### src/rtl/uart_rx_core.sv
// UART receiver: 2-flop input synchronizer, mid-bit sampling FSM and a
// single-entry holding register with valid/ready handshake and error pulses.
module uart_rx_core #(
  parameter int CLKS_PER_BIT = 16,
  parameter int DATA_BITS    = 8
) (
  input  logic                 clk,
  input  logic                 rst,
  input  logic                 rx,
  output logic [DATA_BITS-1:0] rx_data,
  output logic                 rx_valid,
  input  logic                 rx_ready,
  output logic                 frame_err,
  output logic                 overrun
);

  localparam int TW = $clog2(CLKS_PER_BIT);
  localparam int IW = $clog2(DATA_BITS);
  localparam logic [TW-1:0] T_LAST = TW'(CLKS_PER_BIT - 1);
  localparam logic [TW-1:0] T_MID  = TW'(CLKS_PER_BIT / 2 - 1);
  localparam logic [IW-1:0] I_LAST = IW'(DATA_BITS - 1);

  typedef enum logic [2:0] {
    IDLE  = 3'd0,
    START = 3'd1,
    DATA  = 3'd2,
    STOP  = 3'd3,
    BREAK = 3'd4
  } state_t;

  state_t               state_r, next_state_s;
  logic [TW-1:0]        timer_r, next_timer_s;
  logic [IW-1:0]        idx_r, next_idx_s;
  logic [DATA_BITS-1:0] shift_r, next_shift_s;
  logic [1:0]           sync_r;
  logic                 rx_s;
  logic                 complete_s;
  logic                 stop_low_s;
  logic [DATA_BITS-1:0] rx_data_r;
  logic                 rx_valid_r;
  logic                 frame_err_r;
  logic                 overrun_r;

  assign rx_s = sync_r[1];

  // Input synchronizer; resets to the idle-high line level.
  always_ff @(posedge clk or posedge rst) begin
    if (rst) begin
      sync_r <= 2'b11;
    end else begin
      sync_r <= {sync_r[0], rx};
    end
  end

  // Receiver state, bit timer, bit index and data shift register.
  always_ff @(posedge clk or posedge rst) begin
    if (rst) begin
      state_r <= IDLE;
      timer_r <= '0;
      idx_r   <= '0;
      shift_r <= '0;
    end else begin
      state_r <= next_state_s;
      timer_r <= next_timer_s;
      idx_r   <= next_idx_s;
      shift_r <= next_shift_s;
    end
  end

  // Next-state decode; complete_s/stop_low_s flag the stop-bit sample result.
  always_comb begin
    next_state_s = state_r;
    next_timer_s = timer_r + TW'(1);
    next_idx_s   = idx_r;
    next_shift_s = shift_r;
    complete_s   = 1'b0;
    stop_low_s   = 1'b0;
    case (state_r)
      IDLE: begin
        next_timer_s = '0;
        if (!rx_s) begin
          next_state_s = START;
        end else begin
          next_state_s = IDLE;
        end
      end
      START: begin
        if (timer_r == T_MID) begin
          next_timer_s = '0;
          next_idx_s   = '0;
          if (!rx_s) begin
            next_state_s = DATA;
          end else begin
            next_state_s = IDLE;
          end
        end else begin
          next_state_s = START;
        end
      end
      DATA: begin
        if (timer_r == T_LAST) begin
          next_timer_s = '0;
          next_shift_s = {rx_s, shift_r[DATA_BITS-1:1]};
          if (idx_r == I_LAST) begin
            next_idx_s   = '0;
            next_state_s = STOP;
          end else begin
            next_idx_s   = idx_r + IW'(1);
          end
        end else begin
          next_state_s = DATA;
        end
      end
      STOP: begin
        if (timer_r == T_LAST) begin
          next_timer_s = '0;
          if (rx_s) begin
            complete_s   = 1'b1;
            next_state_s = IDLE;
          end else begin
            stop_low_s   = 1'b1;
            next_state_s = BREAK;
          end
        end else begin
          next_state_s = STOP;
        end
      end
      BREAK: begin
        next_timer_s = '0;
        if (rx_s) begin
          next_state_s = IDLE;
        end else begin
          next_state_s = BREAK;
        end
      end
      default: begin
        next_state_s = IDLE;
        next_timer_s = '0;
        next_idx_s   = '0;
      end
    endcase
  end

  // Holding register: a handshake in the completion cycle frees the slot for the new byte.
  always_ff @(posedge clk or posedge rst) begin
    if (rst) begin
      rx_data_r   <= '0;
      rx_valid_r  <= 1'b0;
      frame_err_r <= 1'b0;
      overrun_r   <= 1'b0;
    end else begin
      frame_err_r <= stop_low_s;
      overrun_r   <= 1'b0;
      if (complete_s) begin
        if (!rx_valid_r || rx_ready) begin
          rx_data_r  <= shift_r;
          rx_valid_r <= 1'b1;
        end else begin
          overrun_r  <= 1'b1;
        end
      end else if (rx_valid_r && rx_ready) begin
        rx_valid_r <= 1'b0;
      end
    end
  end

  assign rx_data   = rx_data_r;
  assign rx_valid  = rx_valid_r;
  assign frame_err = frame_err_r;
  assign overrun   = overrun_r;

endmodule

### config.mk
export PLATFORM = sky130hd
export DESIGN_NAME = uart_rx_core
export DESIGN_NICKNAME = d
export VERILOG_FILES = /design/src/rtl/uart_rx_core.sv
export SDC_FILE = /design/constraint.sdc
export NUM_CORES = 1
export LEC_CHECK = 0
export BUFFER_PORTS_ARGS = -buffer_cell sky130_fd_sc_hd__buf_2
export CAP_MARGIN = 25
export CORE_ASPECT_RATIO = 0.9
export CORE_UTILIZATION = 54
export DETAILED_ROUTE_END_ITERATION = 16
export PLACE_DENSITY_LB_ADDON = 0.08
export REMOVE_ABC_BUFFERS = 1
export SLEW_MARGIN = 20
export SYNTH_ARGS = -nofsm -noshare
export SYNTH_HDL_FRONTEND = slang
export SYNTH_SLANG_ARGS = --single-unit
### constraint.sdc
create_clock -name clk -period 3.7 [get_ports clk]
set_clock_uncertainty 0.15 [all_clocks]
set_input_delay 0.74 -clock clk [delete_from_list [all_inputs] [get_ports clk]]
set_output_delay 0.74 -clock clk [all_outputs]
set_load 0.005 [all_outputs]
## After elaboration in Yosys (flattened, before gate mapping)

Index checks and enable logic that the tools add are counted.

| storage, ports and cells | value |
|---|---|
| register bits | 31 |

| operators by class | value |
|---|---|
| add/subtract/negate cells | 2 |
| equal/unequal tests | 11 |
| multiplexer cells | 26 |
| bitwise gates (word level) | 1 |
| reduce and logical (&&, ||, !) cells | 11 |

Operators by type and width:

| kind | count |
|---|---|
| $mux 3 | 8 |
| $pmux 3 s5 | 1 |
| $mux 1 | 12 |
| $pmux 3 s3 | 1 |
| $mux 4 | 2 |
| $pmux 4 s2 | 1 |
| $eq 3x2->1 const B | 2 |
| $eq 3x3->1 const B | 2 |
| $reduce_and 2->1 | 3 |
| $add 4x1->4 const B | 1 |
| $eq 4x3->1 const B | 1 |
| $eq 4x4->1 const B | 1 |
| $ne 2x2->1 const B | 2 |
| $add 3x1->3 const B | 1 |
| $eq 3x1->1 const B | 1 |
| $logic_not 3->1 | 1 |
| $ne 3x3->1 const B | 1 |
| $reduce_and 3->1 | 1 |
| $reduce_or 3->1 | 1 |
| $mux 2 | 1 |
| $ne 2x1->1 const B | 1 |
| $reduce_bool 2->1 | 1 |
| $reduce_or 2->1 | 1 |
| $logic_and 1x1->1 | 1 |
| 3 further kinds | 3 |

## Longest topological paths before layout

| depth | value |
|---|---|
| depth in word-level cells | 5 |
| depth in mapped cells | 5 |
| mapped depth without buffers | 4 |

## Worst setup path after synthesis

OpenSTA, ideal clock, no wires.

| path | value |
|---|---|
| path type | reg-to-reg |
| from | reg timer_r[0] |
| to | reg shift_r[1] |
| setup time | 0.125 ns |
| arrival | 1.432 ns |
| data required time | 3.425 ns |
| setup slack | 1.993 ns |
| cell stages (with the launch flop) | 6 |
| path buffers | 1 |
| period minus slack after synthesis | 1.707 ns |
| cells stage by stage | dfrtp_1 ha_1 nand2_1 nor4_2 buf_4 mux2_2 |

| on the way | value |
|---|---|
| cells in the longest elaborated chain, start to end | 2 |

RTL lines:

| item | RTL line | text |
|---|---|---|
| from (decl) | 32 | `logic [TW-1:0] timer_r, next_timer_s;` |
| from (signal assigned) | 64 | `timer_r <= next_timer_s;` |
| $eq 4x4->1 | 101 | `if (timer_r == T_LAST) begin` |
| $reduce_and 2->1 (no line) | n/a |  |
| to (signal assigned) | 66 | `shift_r <= next_shift_s;` |
| to (decl) | 34 | `logic [DATA_BITS-1:0] shift_r, next_shift_s;` |

No other way between the ends.
A chain may end at the register's enable or synchronous reset.

## Worst setup path in the final report

| path | value |
|---|---|
| from | reg timer_r[0] |
| to | reg rx_data_r[0] (netlist: rx_data[0]) |

| on the way | value |
|---|---|
| cells in the longest elaborated chain, start to end | 4 |

RTL lines:

| item | RTL line | text |
|---|---|---|
| $eq 4x4->1 | 115 | `if (timer_r == T_LAST) begin` |
| $mux 1 | 115 |  |
| $mux 1 | 78 | `case (state_r)` |
| $reduce_and 2->1 (no line) | n/a |  |
| to (signal assigned) | 156 | `rx_data_r <= shift_r;` |
| to (decl) | 39 | `logic [DATA_BITS-1:0] rx_data_r;` |

No other way between the ends.

==> results.py <==
metrics = {
    "global_route": {
        "grt_pass1_wl_um": 3350,
        "grt_overflow": 0,
        "grt_max_degree": 21,
        "gr-usage-all-layers": 0.185,
        "antenna_found_initial": 0,
        "grt_pass1_vias": 751,
    },
    "pwr": {
        "power_density_nw_per_um2": 537,
        "ir_drop_mv": 0.377,
        "power.leakage_uw": 0.000761,
    },
    "logic_synthesis": {
        "synth_top_area_share": 0.559,
        "ys_warn_count": 0,
        "avgSynthCellArea_um2": 13.1,
        "synth_area_leaders": "dfrtp_1 56%, mux2_1 7.8%, mux2_2 6.1%",
        "synth-edff-count": 0,
        "ys_ff_latch": 31,
        "synth_common_cells": "29 x dfrtp_1, 9 x mux2_1, 8 x nor2_1",
        "ys_seq_area_frac": 0.599,
        "yosysTopAreaCell": "dfrtp_1",
        "yosys.cell_count.top_type": "dfrtp_1",
        "ys_types": 30,
        "synth_flop_cell": "dfrtp_1",
        "async_reset_ff_frac": 1.00,
        "synth_area_um2": 1300,
        "syn_inst": 99,
    },
    "drt": {
        "vias": 819,
        "wl_per_cell_um": 14.0,
        "drc_errors": 0,
        "antenna_left": 0,
        "first_pass_iters": 4,
        "post_drt_via_cell_ratio": 5.65,
        "wirelength_um": 2030,
        "initialDrtViolationCount": 7,
    },
    "sta": {
        "rsz0062_at_grt": "no",
        "slew-limit-headroom": 0.632,
        "finalSetupViolations": 0,
        "fmax_mhz": 566,
        "whs_ps": 210,
        "setup_tns_ps": 0,
        "slew_viol_final": 0,
        "finalCritPeriodShare": 0.477,
        "tightest_slew_ps": 552,
        "fin_crit_ps": 1770,
        "hold_viol_final": 0,
    },
    "clocking": {
        "cts_max_level": 2,
        "path_clk_slew_ps": 100,
        "cts_buffers": 5,
        "postCtsHoldBufs": 0,
        "post_cts_buffers": 0,
        "cts_resized": 0,
        "cts-root-buf": "clkbuf_4",
        "clock_sinks": 31,
        "cts_tree": "built",
        "clk_path_buf_depth": 2,
        "worstSkewPairLatency_ps": 320,
    },
    "hold_path": {
        "min_from": "sync_r[0]",
        "min_path_type": "reg -> reg",
        "hold_path_depth": 0,
    },
    "die": {
        "initial_utilization": 0.584,
        "ios": 15,
        "die_x_um": 53.7,
        "dieArea_um2": 2610,
        "fp-row-count": 16,
        "fp.dieH_um": 48.5,
        "core_area_um2": 2220,
    },
    "layout": {
        "layout-drive-gt1-share": 0.297,
        "finish.net_count": 124,
        "nFillCells": 165,
        "diodes": 0,
        "area_growth_pct": 13.3,
        "final_cell_area_um2": 1470,
    },
    "flow_run": {
        "maxCapViolations": 0,
    },
    "critical_path": {
        "cp-startpoint": "timer_r[0]",
        "crit_arrival_ps": 1820,
        "setup.worst_path.end_class": "flop",
        "critPathKind": "reg -> reg",
        "cp.required_ps": 3760,
        "cp_max_fo": 8,
        "worstReg2RegStart": "timer_r[0]",
        "start_kind": "flop",
        "ff2ff_setup_slack_ps": 1930,
        "r2r_cells": 4,
    },
    "placed_design": {
        "place_area_um2": 1410,
        "portBuffers": 14,
        "gp_congestion": 0.713,
        "hpwl_um": 1460,
    },
    "status": {
        "status": "completed",
    },
}
sequential cells by signal, summed over array words and instances (netlist names):
name / cells
overrun: 1
shift_r: 8
timer_r: 4
sync_r: 2
idx_r: 3
frame_err: 1
rx_valid: 1
state_r: 3
rx_data: 8
worst max-delay path, stage by stage (launching register included):
cell     delay (ps)
dfrtp_1         370
ha_1            230
and3_1          310
nand4_4         220
mux2_1          370
metal layers:
| metal | up-vias | global-route usage | share of wire |
|---|---|---|---|
| met5 | - | 0 | 0 |
| met1 | 419 | 0.249 | 0.48 |
| met4 | 0 | 0.105 | 0.013 |
| met2 | 15 | 0.255 | 0.47 |
| met3 | 4 | 0.0629 | 0.037 |
| li1 | 381 | - | - |
cell usage in the layout (no fill, tap or decap), types with 3 or more instances in the layout:
cell type and instances:
clkbuf_4 5, o2bb2ai_1 4, mux2_1 9, buf_2 14, inv_1 3, nand2_1 7
dfrtp_1 29, ha_1 3, mux2_2 7, a21oi_1 4, nor2_1 8
power breakdown:
part	switching, µW	internal [µW]	leakage, µW
Clock	106	92.0	0.0000353
Sequential	55.3	383	0.000412
Combinational	81.7	72.7	0.000314
Total	243	547	0.000761
per-stage QoR:
step / worst slack, ps / power, µW / utilization / std cells
after floorplan: 1700 / 554 / - / 94
after global placement: 1780 / 584 / 0.623 / 136
after detailed placement: 1820 / 600 / 0.635 / 137
after CTS: 1910 / 800 / 0.662 / 145
after global routing: 1830 / 839 / 0.662 / 145
final: 1930 / 790 / 0.662 / 145
layout make-up:
cell class	instances	area, µm²	area share
Clock buffer	7	55.1	0.0374
Clock inverter	1	5.00	0.00340
Inverter	3	11.3	0.00765
Multi-Input combinational cell	60	483	0.328
Sequential cell	31	778	0.529
Tap cell	27	33.8	0.0230
Timing Repair Buffer	16	105	0.0714
kinds of logic after synthesis:
logic type,share of synthesized area
AOI/OAI and AO/OA,0.0655
xor gates and xnor gates,0.0202
adders and majority gates,0.0289
buffers and inverters,0.0289
DFF,0.599
muxes,0.139
and+or+nand+nor,0.119
path summary, 6_finish.rpt:
path / to
hold / removal: sync_r[1]
min in group asynchronous: idx_r[2]
setup reg to reg: rx_data[0]
max in group asynchronous: sync_r[1]
setup / recovery: rx_data[0]
hold reg to reg: sync_r[1]
Note: power is estimated with default switching activity, not from simulation.
